<file path="src/rtl/muldiv_seq.sv">
// Iterative RV32M multiply/divide unit: radix-2 shift-add multiply and restoring divide.
// Fixed latency of WIDTH+2 cycles per operation; result is held until the next one completes.
module muldiv_seq #(
    parameter int WIDTH = 32,
    localparam int CNT_W = $clog2(WIDTH) + 1
) (
    input  logic             clk,
    input  logic             rst_n,
    input  logic             start,
    input  logic [2:0]       op,
    input  logic [WIDTH-1:0] A,
    input  logic [WIDTH-1:0] B,
    output logic             busy,
    output logic             done,
    output logic [WIDTH-1:0] result
);

    typedef enum logic [1:0] {
        IDLE = 2'd0,
        CALC = 2'd1,
        FIX  = 2'd2,
        DONE = 2'd3
    } state_t;

    state_t             state;
    logic [CNT_W-1:0]   cnt;
    logic [2:0]         op_q;
    logic [WIDTH-1:0]   a_q;
    logic [WIDTH-1:0]   opnd;
    logic [2*WIDTH-1:0] prod;
    logic [WIDTH:0]     rem;
    logic [WIDTH-1:0]   quo;
    logic               sgn_x;
    logic               sgn_a;
    logic               div_zero;

    // Operand sign handling at accept: MULHSU treats only A as signed, unsigned ops neither.
    logic             a_sgn, b_sgn;
    logic [WIDTH-1:0] a_abs, b_abs;

    always_comb begin
        a_sgn = 1'b0;
        b_sgn = 1'b0;
        case (op)
            3'b000, 3'b001, 3'b100, 3'b110: begin
                a_sgn = A[WIDTH-1];
                b_sgn = B[WIDTH-1];
            end
            3'b010:  a_sgn = A[WIDTH-1];
            default: ;
        endcase
        a_abs = a_sgn ? (~A + 1'b1) : A;
        b_abs = b_sgn ? (~B + 1'b1) : B;
    end

    // One iteration of each datapath; only the one matching op_q[2] is committed.
    logic [WIDTH:0] mul_sum;
    logic [WIDTH:0] div_shift;
    logic [WIDTH:0] div_diff;

    always_comb begin
        mul_sum   = {1'b0, prod[2*WIDTH-1:WIDTH]} + (prod[0] ? {1'b0, opnd} : '0);
        div_shift = {rem[WIDTH-1:0], quo[WIDTH-1]};
        div_diff  = div_shift - {1'b0, opnd};
    end

    logic [2*WIDTH-1:0] prod_fix;
    logic [WIDTH-1:0]   quo_fix;
    logic [WIDTH-1:0]   rem_fix;
    logic [WIDTH-1:0]   fix_val;

    always_comb begin
        prod_fix = sgn_x ? (~prod + 1'b1) : prod;
        quo_fix  = sgn_x ? (~quo + 1'b1) : quo;
        rem_fix  = sgn_a ? (~rem[WIDTH-1:0] + 1'b1) : rem[WIDTH-1:0];
        fix_val  = '0;
        case (op_q)
            3'b000:                 fix_val = prod_fix[WIDTH-1:0];
            3'b001, 3'b010, 3'b011: fix_val = prod_fix[2*WIDTH-1:WIDTH];
            3'b100, 3'b101:         fix_val = div_zero ? '1 : quo_fix;
            default:                fix_val = div_zero ? a_q : rem_fix;
        endcase
    end

    always_ff @(posedge clk or negedge rst_n) begin
        if (!rst_n) begin
            state    <= IDLE;
            cnt      <= '0;
            op_q     <= '0;
            a_q      <= '0;
            opnd     <= '0;
            prod     <= '0;
            rem      <= '0;
            quo      <= '0;
            sgn_x    <= 1'b0;
            sgn_a    <= 1'b0;
            div_zero <= 1'b0;
            busy     <= 1'b0;
            done     <= 1'b0;
            result   <= '0;
        end else begin
            case (state)
                IDLE, DONE: begin
                    done <= 1'b0;
                    if (start) begin
                        op_q     <= op;
                        a_q      <= A;
                        opnd     <= op[2] ? b_abs : a_abs;
                        prod     <= {{WIDTH{1'b0}}, b_abs};
                        quo      <= a_abs;
                        rem      <= '0;
                        sgn_x    <= a_sgn ^ b_sgn;
                        sgn_a    <= a_sgn;
                        div_zero <= (B == '0);
                        cnt      <= CNT_W'(WIDTH);
                        busy     <= 1'b1;
                        state    <= CALC;
                    end else begin
                        state <= IDLE;
                    end
                end
                CALC: begin
                    if (op_q[2]) begin
                        if (!div_diff[WIDTH]) begin
                            rem <= div_diff;
                            quo <= {quo[WIDTH-2:0], 1'b1};
                        end else begin
                            rem <= div_shift;
                            quo <= {quo[WIDTH-2:0], 1'b0};
                        end
                    end else begin
                        prod <= {mul_sum, prod[WIDTH-1:1]};
                    end
                    cnt <= cnt - 1'b1;
                    if (cnt == CNT_W'(1)) begin
                        state <= FIX;
                    end
                end
                FIX: begin
                    result <= fix_val;
                    done   <= 1'b1;
                    busy   <= 1'b0;
                    state  <= DONE;
                end
                default: state <= IDLE;
            endcase
        end
    end

endmodule
</file>
<file path="config.mk">
export PLATFORM = sky130hd
export DESIGN_NAME = muldiv_seq
export DESIGN_NICKNAME = d
export VERILOG_FILES = /design/src/rtl/muldiv_seq.sv
export SDC_FILE = /design/constraint.sdc
export NUM_CORES = 1
export LEC_CHECK = 0
export BUFFER_PORTS_ARGS = -buffer_cell sky130_fd_sc_hd__clkbuf_2
export CORE_ASPECT_RATIO = 1.4
export CORE_MARGIN = 2
export CORE_UTILIZATION = 68
export DETAILED_ROUTE_END_ITERATION = 8
export PLACE_DENSITY_LB_ADDON = 0.08
export SLEW_MARGIN = 0
export SYNTH_ARGS = -nofsm -noshare
export SYNTH_HDL_FRONTEND = slang
export SYNTH_SLANG_ARGS = --single-unit
</file>
<file path="constraint.sdc">
create_clock -name clk -period 7.7 [get_ports clk]
set_input_delay 1.54 -clock clk [delete_from_list [all_inputs] [get_ports clk]]
set_output_delay 1.54 -clock clk [all_outputs]
set_load 0.05 [all_outputs]
</file>
==> results.txt <==
* Run status: complete, no violations
- Number of iterations in the first detailed-routing pass: 6
- Critical Path, Cell by Cell: inv_1, nor2_1, ha_1, nor2b_1, o31ai_1, a21boi_0, o41a_1, a211o_1, nor3_1, a21oi_1, a21o_1, a222oi_1, nand2_1
- In this run the tightest slew margin relative to its limit is 0.211.
- Clk_lat worst skew: around 0.55 ns
- Minimum clock period: about 4.4 ns
* Number of global-route vias before repair: 16700
* Clock-pin transition on the worst setup and hold timing paths: 0.07 ns
- Diode count: 0
- After detailed routing, the number of vias per cell comes to between 6 and 7.
* Critical path startpoint category: flop
* Overall die height: between 150 and 200 um
- In the final timing run, aggregate negative setup slack is 0 ns.
- Achievable Freq: between 0.2 and 0.25 GHz
- The critical path is of the flop to flop type.
* Biggest fanout along the worst timing path: 31
- Largest incremental delay on the critical path: 0.81 ns
* Fillers: approximately 2100
- The number of antenna violations at the first check in global routing is 0.
- Part of the Yosys area used for sequential elements: 0.329
- Count of hold buffers inserted by post-cts repair: 0
- The initialized floorplan defines just over 70 standard-cell rows.
* Routability Congestion: 1.02
* Setup clock skew after layout: 0.0124 ns
- Share of the clock period used by the worst path: 0.577
- First-pass GRT wire length: 96300 um
- The final layout contains routed wiring with a total length of 64000 um.
* Delay-heaviest family, CP: compound AO/OA/AOI/OAI gates
- After detailed routing, no signal wire sits above met4.
- Share of synthesized registers carrying an async set or reset: 1.00
- Worst path bufs/invs: 1
* Overall routing resource usage: 0.449
- Synth Cell Area: 18300 sq um
* Clock tree from TritonCTS: yes
- Avg Inst Size Synth: 8.16 sq um
* Critical path capture point type: flop
* Clk root buf: sky130_fd_sc_hd__clkbuf_16
- Detailed-routed wire length on met2: 28600 um
* Net count of the mapped netlist: 2385
* Global-route congestion overflow total: 0
- Count of final max-slew check failures: 0
* Register bit count reported by yosys: 240
- Register area: 6010 sq um
- Critical path's slowest cell: sky130_fd_sc_hd__inv_1
- In the final layout, the share of cells above drive strength 1 is 0.0998.
- The count of nets left with antenna violations once routing finished came out at 0.
- The number of setup buffers added after CTS is 0.
* Post-detailed-route DRC marker count: 0
* Level count of the clock H-tree: 1
* Power per unit of standard cell area: approximately 450 nW/um^2
* Total number of clock tree sinks: 240
* Maximum vdd ir drop: just over 300 uV
- Effective utilization at floorplan: 0.685
- Maximum clock path buffer count: 3
* Layout overhead on the synthesized area: 8.13%
- After detailed routing, the wire length on met1 is roughly 24000 um.
- Hold timing on the final database bottoms out at a slack of 0.493 ns.
- Synthesis produced a netlist whose cell count is 2239.
- Setup violations remaining at the end of the flow were counted as 0.
- The multi-input combinational cells in the finished layout cover a total of 11500 sq um.
* Placed wire-length estimate after detailed placement: about 48000 um
- The die covers about 28000 sq um.
- Pin count of the biggest net entering global routing: 154
- Ys flop type: sky130_fd_sc_hd__dfrtp_1
- Final hold violation count: 0
- Unrepaired setup endpoints after global routing: no
- For the worst setup path, the data required time is roughly 8.1 ns.
- Input and output buffers added on the ports amount to 103.
* Layout Cell Area excl Fill: between 15000 and 20000 sq um
- Die width: 143 um
- Post-synth EDFFs: 0
* Met3 routed WL: approximately 5400 um
- Placement-stage cell area: 18900 sq um
- In this run the static leakage power is 8.90 nW.
- Via count: approximately 18000
- At the worst endpoint, the arrival time is between 4 and 5 ns.
- Total of cells resized after clock tree synthesis: 0
- Across the run, the number of max-cap violations was 0.
- Core Region: about 27000 sq um
- Dividing the detail-routed wire length by the instance count gives 24.6 um.
* Pin slew with the least headroom to its limit: 1.15 ns
* Unique cell type count in the Yosys netlist: 75
- Yosys warning count: 0
* Final layout net count: 2407
- Num ports: about 100
- Cts bufs inserted: 25
* Hold Crit Class: flop to flop
* Iteration-0 DRC count of the detailed router: 1955
[tightest hold or removal path, stage by stage, from the launching register on]
cell and delay, ns:
sky130_fd_sc_hd__dfrtp_1 0.34, sky130_fd_sc_hd__nand2_1 0.05, sky130_fd_sc_hd__o21ai_0 0.06
[per-stage QoR]
step / cells / utilization / power, W / setup slack (ns)
5_1_grt: 2603 / 0.741 / 0.00923 / 2.87
3_5_place_dp: 2562 / 0.709 / 0.00727 / 3.37
3_3_place_gp: 2562 / 0.709 / 0.00713 / 3.46
2_1_floorplan: 2239 / - / 0.00574 / 4.06
4_1_cts: 2603 / 0.741 / 0.00860 / 3.38
6_report: 2603 / 0.741 / 0.00879 / 3.26
[Yosys cell counts (4+ instances only)]
cell type,instances,share of area
sky130_fd_sc_hd__xnor2_1,135,0.065
sky130_fd_sc_hd__nor3_1,28,0.0077
sky130_fd_sc_hd__and3_1,8,0.0027
sky130_fd_sc_hd__o21ai_0,292,0.080
sky130_fd_sc_hd__or3_1,17,0.0058
sky130_fd_sc_hd__a21oi_1,174,0.048
sky130_fd_sc_hd__a21o_1,44,0.018
sky130_fd_sc_hd__or4_1,18,0.0074
sky130_fd_sc_hd__a31o_2,4,0.0019
sky130_fd_sc_hd__nand3_1,29,0.0079
sky130_fd_sc_hd__nand2b_1,20,0.0069
sky130_fd_sc_hd__xor2_1,98,0.047
sky130_fd_sc_hd__mux2i_1,75,0.041
sky130_fd_sc_hd__clkbuf_1,103,0.021
sky130_fd_sc_hd__or2_2,5,0.0017
sky130_fd_sc_hd__inv_1,67,0.014
sky130_fd_sc_hd__a22oi_1,6,0.0025
sky130_fd_sc_hd__nand4_1,11,0.0038
sky130_fd_sc_hd__and2_1,5,0.0017
sky130_fd_sc_hd__o211ai_1,5,0.0021
sky130_fd_sc_hd__mux2_2,45,0.028
sky130_fd_sc_hd__o21bai_1,12,0.0049
sky130_fd_sc_hd__nor4_1,16,0.0055
sky130_fd_sc_hd__a22o_1,7,0.0034
sky130_fd_sc_hd__nand2_1,276,0.057
sky130_fd_sc_hd__o21a_1,8,0.0033
sky130_fd_sc_hd__a211oi_1,6,0.0025
sky130_fd_sc_hd__o221ai_1,13,0.0062
sky130_fd_sc_hd__ha_1,74,0.051
sky130_fd_sc_hd__a31oi_1,18,0.0062
sky130_fd_sc_hd__o41ai_1,24,0.012
sky130_fd_sc_hd__o22ai_1,13,0.0045
sky130_fd_sc_hd__nor2b_1,9,0.0031
sky130_fd_sc_hd__nor2_1,200,0.041
sky130_fd_sc_hd__o31ai_1,46,0.019
sky130_fd_sc_hd__a221oi_1,7,0.0034
sky130_fd_sc_hd__dfrtp_1,240,0.33
sky130_fd_sc_hd__buf_1,17,0.0035
sky130_fd_sc_hd__buf_2,4,0.0011
[worst paths after layout]
path / endpoint / from / slack (ns) / cells past startpoint
max in group asynchronous: sgn_x$_DFFE_PN0P_ / rst_n / 5.35 / 2
setup reg to reg: prod[61]$_DFFE_PN0P_ / prod[0]$_DFFE_PN0P_ / 3.26 / 13
hold / removal: a_q[1]$_DFFE_PN0P_ / a_q[1]$_DFFE_PN0P_ / 0.49 / 2
min in group asynchronous: prod[59]$_DFFE_PN0P_ / rst_n / 1.00 / 1
setup / recovery: prod[61]$_DFFE_PN0P_ / prod[0]$_DFFE_PN0P_ / 3.26 / 13
hold reg to reg: a_q[1]$_DFFE_PN0P_ / a_q[1]$_DFFE_PN0P_ / 0.49 / 2
[cells in the final DEF, fill, tap and decap left out, drive strengths merged, types with 9 or more instances in the layout]
| cell type | n |
|---|---|
| nor4 | 16 |
| nor2 | 200 |
| dfrtp | 240 |
| clkbuf | 134 |
| buf | 17 |
| o22ai | 13 |
| nand3 | 29 |
| nand4 | 11 |
| a21oi | 174 |
| o21bai | 12 |
| inv | 68 |
| or3 | 19 |
| mux2i | 75 |
| or4 | 20 |
| mux2 | 45 |
| xnor2 | 135 |
| a21o | 44 |
| a31oi | 18 |
| nor3 | 28 |
| nand2b | 20 |
| o221ai | 13 |
| o41ai | 26 |
| nor2b | 9 |
| o21ai | 293 |
| o31ai | 46 |
| nand2 | 276 |
| xor2 | 98 |
| ha | 74 |
[flip-flops by register name, indices dropped and copies added (netlist names)]
signal / count
sgn_a: 1
rem: 32
done: 1
opnd: 32
op_q: 3
div_zero: 1
result: 32
quo: 32
busy: 1
prod: 64
cnt: 6
sgn_x: 1
a_q: 32
state: 2
[kinds of logic after synthesis]
logic type      Yosys count  share of synthesized area
flops                   240                      0.329
fa+ha+maj                76                     0.0529
buf+inv                 195                     0.0404
simple gates            660                      0.161
xor+xnor                233                      0.112
mux                     120                     0.0688
compound gates          715                      0.237
[metal layers]
| layer | global-route usage | vias up |
|---|---|---|
| li1 | - | 8053 |
| met1 | 0.552 | 8545 |
| met2 | 0.692 | 1062 |
| met3 | 0.0779 | 274 |
| met4 | 0.359 | 0 |
| met5 | 0 | - |
[where the power goes]
group / total (W) / internal (W) / switching, W
clock: 0.00132 / 0.000787 / 0.000532
combinational: 0.00497 / 0.00162 / 0.00336
sequential: 0.00250 / 0.00180 / 0.000699
[area by class of cell]
type / instances / share of cell area
clock inverters: 9 / 0.00887
clock buffers: 32 / 0.0345
inverters: 71 / 0.0135
flip-flops and latches: 240 / 0.304
multi-input cells: 1804 / 0.585
repair buffers: 119 / 0.0333
well taps: 328 / 0.0208
No activity file was read; power rests on OpenSTA's default activity.
